===== src/rtl/sync_fifo_param.sv =====
`default_nettype none
// ============================================================================
//  Module   : sync_fifo_param
//  Brief    : Single-clock FIFO with occupancy, threshold/error flags, std/FWFT read
//  Revision : 1.0 - initial release
// ============================================================================
module sync_fifo_param #(
   parameter int DATA_WIDTH    = 4,
   parameter int ADDR_WIDTH    = 3,
   parameter int FWFT          = 0,
   parameter int AFULL_THRESH  = 6,
   parameter int AEMPTY_THRESH = 1
) (
   input  logic                  clk_in,
   input  logic                  reset_in,
   input  logic                  w_request_in,
   input  logic [DATA_WIDTH-1:0] w_data_in,
   input  logic                  r_request_in,
   input  logic                  clear_err_in,
   output logic [DATA_WIDTH-1:0] r_data_out,
   output logic                  r_valid_out,
   output logic                  full_out,
   output logic                  empty_out,
   output logic                  almost_full_out,
   output logic                  almost_empty_out,
   output logic [ADDR_WIDTH:0]   count_out,
   output logic                  overflow_out,
   output logic                  underflow_out
);

   localparam int DEPTH = 1 << ADDR_WIDTH;
   localparam logic [ADDR_WIDTH:0] DEPTH_CNT  = (ADDR_WIDTH + 1)'(DEPTH);
   localparam logic [ADDR_WIDTH:0] AFULL_CNT  = (ADDR_WIDTH + 1)'(AFULL_THRESH);
   localparam logic [ADDR_WIDTH:0] AEMPTY_CNT = (ADDR_WIDTH + 1)'(AEMPTY_THRESH);
   localparam logic [ADDR_WIDTH-1:0] PTR_ONE  = ADDR_WIDTH'(1);
   localparam logic [ADDR_WIDTH:0]   CNT_ONE  = (ADDR_WIDTH + 1)'(1);

   generate
      if (AEMPTY_THRESH < 0 || AEMPTY_THRESH >= AFULL_THRESH || AFULL_THRESH > DEPTH)
      begin : g_bad_thresh
         $error("sync_fifo_param: need 0 <= AEMPTY_THRESH < AFULL_THRESH <= DEPTH");
      end
      if (DATA_WIDTH < 1 || ADDR_WIDTH < 1) begin : g_bad_width
         $error("sync_fifo_param: DATA_WIDTH and ADDR_WIDTH must be at least 1");
      end
   endgenerate

   logic [DATA_WIDTH-1:0] mem [DEPTH];
   logic [ADDR_WIDTH-1:0] w_ptr;
   logic [ADDR_WIDTH-1:0] r_ptr;
   logic [ADDR_WIDTH:0]   count;
   logic                  overflow;
   logic                  underflow;
   logic                  wr_acc;
   logic                  rd_acc;

   // All status decodes come from the registered count, so they move only at edges.
   assign full_out         = (count == DEPTH_CNT);
   assign empty_out        = (count == '0);
   assign almost_full_out  = (count >= AFULL_CNT);
   assign almost_empty_out = (count <= AEMPTY_CNT);
   assign count_out        = count;
   assign overflow_out     = overflow;
   assign underflow_out    = underflow;

   assign wr_acc = w_request_in && !full_out;
   assign rd_acc = r_request_in && !empty_out;

   always_ff @(posedge clk_in) begin
      if (reset_in) begin
         w_ptr <= '0;
         r_ptr <= '0;
         count <= '0;
      end else begin
         if (wr_acc) begin
            w_ptr <= w_ptr + PTR_ONE;
         end
         if (rd_acc) begin
            r_ptr <= r_ptr + PTR_ONE;
         end
         if (wr_acc && !rd_acc) begin
            count <= count + CNT_ONE;
         end else if (rd_acc && !wr_acc) begin
            count <= count - CNT_ONE;
         end
      end
   end

   // Storage is deliberately left unreset; reset still blocks a concurrent write.
   always_ff @(posedge clk_in) begin
      if (!reset_in && wr_acc) begin
         mem[w_ptr] <= w_data_in;
      end
   end

   always_ff @(posedge clk_in) begin
      if (reset_in) begin
         overflow  <= 1'b0;
         underflow <= 1'b0;
      end else begin
         if (w_request_in && full_out) begin
            overflow <= 1'b1;
         end else if (clear_err_in) begin
            overflow <= 1'b0;
         end
         if (r_request_in && empty_out) begin
            underflow <= 1'b1;
         end else if (clear_err_in) begin
            underflow <= 1'b0;
         end
      end
   end

   generate
      if (FWFT != 0) begin : g_fwft
         // Head word is masked while empty so stale storage never reaches the port.
         assign r_data_out  = empty_out ? '0 : mem[r_ptr];
         assign r_valid_out = !empty_out;
      end else begin : g_std
         logic [DATA_WIDTH-1:0] rd_data;
         logic                  rd_valid;

         always_ff @(posedge clk_in) begin
            if (reset_in) begin
               rd_data  <= '0;
               rd_valid <= 1'b0;
            end else begin
               rd_valid <= rd_acc;
               if (rd_acc) begin
                  rd_data <= mem[r_ptr];
               end
            end
         end

         assign r_data_out  = rd_data;
         assign r_valid_out = rd_valid;
      end
   endgenerate

endmodule
`default_nettype wire


===== config.mk =====
export PLATFORM = sky130hd
export DESIGN_NAME = sync_fifo_param
export DESIGN_NICKNAME = d
export VERILOG_FILES = /design/src/rtl/sync_fifo_param.sv
export SDC_FILE = /design/constraint.sdc
export NUM_CORES = 1
export LEC_CHECK = 0
export CAP_MARGIN = 20
export CORE_ASPECT_RATIO = 0.8
export CORE_MARGIN = 2
export CORE_UTILIZATION = 54
export DETAILED_ROUTE_END_ITERATION = 10
export PLACE_DENSITY = 0.84
export SETUP_SLACK_MARGIN = 0.3
export SYNTH_ARGS = -nofsm -noshare
export SYNTH_HDL_FRONTEND = slang
export SYNTH_SLANG_ARGS = --single-unit

===== constraint.sdc =====
create_clock -name clk_in -period 2.85 [get_ports clk_in]
set_clock_uncertainty 0.2 [all_clocks]
set_input_delay 0.7125 -clock clk_in [delete_from_list [all_inputs] [get_ports clk_in]]
set_output_delay 0.7125 -clock clk_in [all_outputs]
set_load 0.01 [all_outputs]

==> results.sh <==
export IMPL_cts_hold_buffers=0
export IMPL_r2r_end="count_out[2]$_SDFFE_PP0P_"
export IMPL_syn2layout_area_growth_pct=19.65
export IMPL_cts_buffers=5
export IMPL_tns_ps=0
export IMPL_yosysSeqAreaShare_pct=63.26
export IMPL_yosys_top_cells_area="edfxtp_1 47%, dfxtp_1 17%, mux2i_1 8.3%"
export IMPL_rows=20
export IMPL_synth_seq_cells=49
export IMPL_drtAntennaViolNets=0
export IMPL_cellPowerDensity_nw_per_um2=820.4
export IMPL_die_y_um=59.20
export IMPL_syn_area_um2=2057
export IMPL_drt_initial_drc_count=80
export IMPL_min_period_ps=2499
export IMPL_cts_root_buffer="clkbuf_8"
export IMPL_cap_violations=0
export IMPL_cpMaxStageDelayCell="or3b_4"
export IMPL_fmax_mhz=400.2
export IMPL_insertion_delay_ps=290
export IMPL_crit_required_ps=1940
export IMPL_syn_inst=160
export IMPL_cts_setup_buffers=0
export IMPL_drive_above_1_share_pct=10.26
export IMPL_diodes=0
export IMPL_finalMaxSlewViolations=0
export IMPL_p_leak_uw=0.0009022
export IMPL_reg2reg_slack_ps=490
export IMPL_worstSetupStartpointType="register"
export IMPL_start_util_pct=55.17
export IMPL_place_hpwl_um=3032
export IMPL_cts_path_max_buffers=2
export IMPL_grt_pass1_vias=1330
export IMPL_cp_end_kind="output port"
export IMPL_antenna_found_initial=0
export IMPL_clock_sinks=49
export IMPL_drcViolationCount=0
export IMPL_vias_per_cell=5.506
export IMPL_slew_limit_headroom_pct=72.62
export IMPL_fp_dieArea_um2=4322
export IMPL_place_congestion=0.8024
export IMPL_endpoint="empty_out"
export IMPL_die_w_um=73.01
export IMPL_p_total_uw=2019
export IMPL_wl_um=3919
export IMPL_setup_ws_ps=351.4
export IMPL_critPathTopFamily="simple AND/OR/NAND/NOR gates"
export IMPL_hold_viol=0
export IMPL_portBuffers=23
export IMPL_dr_pass1_iters=4
export IMPL_placed_cells=231
export IMPL_ios=24
export IMPL_overflow=0
export IMPL_tightest_slew_ps=409.2
export IMPL_yosys_area_top_type="edfxtp_1"
export IMPL_critPathMaxFanout=8
export IMPL_r2r_cells=7
export IMPL_h_tree_depth=2
export IMPL_fin_nets=210
export IMPL_grt_max_degree=16
export IMPL_rsz0062_at_grt="yes"
export IMPL_vias=1316
export IMPL_grt_pass1_wl_um=6313
export IMPL_setup_worst_path_start="count_out[1]$_SDFFE_PP0P_"
export IMPL_vdd_ir_drop_worst_mv=0.4037
export IMPL_setup_viol=0
export IMPL_path_depth=5
export IMPL_fin_crit_sh_pct=87.67
export IMPL_arrival_ps=1590
export IMPL_crit_top_cell="inv_1"
export IMPL_clk_pin_slew_ps=80
export IMPL_cp_cell_sequence="inv_1, ha_2, or3b_4, inv_1, clkbuf_2"
export IMPL_grt_usage_pct=19.90
export IMPL_synth_top_area_share_pct=46.72
export IMPL_core_area_um2=3729
export IMPL_rr_startpoint="count_out[1]$_SDFFE_PP0P_"
export IMPL_avgSynthCellArea_um2=12.86
export IMPL_slowest_delay_ps=420
export IMPL_syn_nets=176
export IMPL_yosysWarnings=0
export IMPL_cts_tree="built"
export IMPL_hold_path_depth=1
export IMPL_wl_per_cell_um=16.40
export IMPL_cp_num_buf_inv=3
export IMPL_final_cells=239
export IMPL_hp_class="reg2reg"
export IMPL_critPathKind="reg2out"
export IMPL_status="complete, no violations"
export IMPL_place_ws_ps=123.6
export IMPL_utilization_pct=66.01
export IMPL_synth_distinct_cells=28
## worst min-delay path by stage
stage	start	end	slack, ps
4_1_cts	r_data_out[0]$_SDFFE_PP0P_	r_data_out[0]$_SDFFE_PP0P_	280
3_5_place_dp	r_data_out[0]$_SDFFE_PP0P_	r_data_out[0]$_SDFFE_PP0P_	260
2_1_floorplan	r_ptr[1]$_SDFFE_PP0P_	r_ptr[1]$_SDFFE_PP0P_	280
5_1_grt	r_data_out[0]$_SDFFE_PP0P_	r_data_out[0]$_SDFFE_PP0P_	300
6_report	r_data_out[0]$_SDFFE_PP0P_	r_data_out[0]$_SDFFE_PP0P_	280
3_3_place_gp	r_data_out[2]$_SDFFE_PP0P_	r_data_out[2]$_SDFFE_PP0P_	270
## synth_stat cells, drive strengths merged
master,n
nand2b,1
nand3b,2
xnor2,2
nand2,8
edfxtp,32
a32o,4
nor3,5
and2,1
buf,2
nor2b,5
a21oi,8
mux2i,17
clkbuf,2
or3,2
or4,1
xor2,5
inv,5
dfxtp,17
a22oi,8
ha,7
o21ai,2
or3b,1
nand4,1
nor2,19
nand3,3
## layer usage
metal | routed length, um | track usage [%]
met5 | 0 | 0
met3 | 146 | 5.612
met4 | 40 | 5.820
met1 | 1753 | 25.08
met2 | 1978 | 33.72
## flip-flops by register name, indices dropped and copies added (netlist names)
register	count
underflow_out	1
r_ptr	3
mem	32
overflow_out	1
count_out	4
w_ptr	3
r_valid_out	1
r_data_out	4
## kinds of logic (layout without fill, tap and decap cells)
logic type	after synthesis	after routing	synth area share [%]
mux	17	17	8.272
buf+inv	9	44	2.068
flops	49	49	63.26
fa+ha+maj	7	7	4.258
xor+xnor	7	7	2.981
simple gates	49	49	11.68
compound gates	22	22	7.482
## metrics by stage
stage	area [um2]	hold WS [ps]
after global routing	2461	299.2
after global placement	2379	265.3
after floorplan	2057	281.5
after CTS	2461	283.8
after detailed placement	2379	260.7
final	2461	280.6
## placed cells by master (no fill, tap or decap)
cell type / n
nand2_2: 1
and2_1: 1
or4_1: 1
nand4_1: 1
nand2_1: 7
clkbuf_2: 1
xnor2_1: 2
edfxtp_1: 32
nand3_1: 3
clkbuf_8: 5
or3_1: 2
clkbuf_1: 3
ha_1: 6
dfxtp_4: 1
or3b_4: 1
inv_1: 5
buf_4: 8
a21oi_2: 1
clkdlybuf4s50_1: 19
xor2_1: 5
mux2i_1: 17
dlygate4sd2_1: 2
dfxtp_2: 1
nand3b_1: 2
nor2b_1: 5
nand2b_1: 1
a32o_1: 4
nor2_1: 19
a21oi_1: 7
a22oi_1: 8
dfxtp_1: 15
nor3_1: 5
ha_2: 1
dlymetal6s2s_1: 1
o21ai_0: 2
## report_power, final
| part | switching, uW | internal [uW] | leakage [uW] |
|---|---|---|---|
| Combinational | 349 | 359 | 0.000433 |
| Clock | 203 | 174 | 0.0000395 |
| Sequential | 92.6 | 841 | 0.000429 |
| Total | 645 | 1370 | 0.000902 |
## what timing repair did
action / 4_1_cts / 5_1_grt
gates resized for setup: 7 / 3
setup endpoints to repair: 4 / 2
cloned: 0 / 0
## layout make-up
class                   count  area (um2)
clock buffers               8       80.08
inverters                   5       18.77
flip-flops and latches     49        1306
multi-input cells         102       715.7
well taps                  44       55.05
fillers                   263        1267
repair buffers             31       285.3
Power figures use the tool's default switching activity.
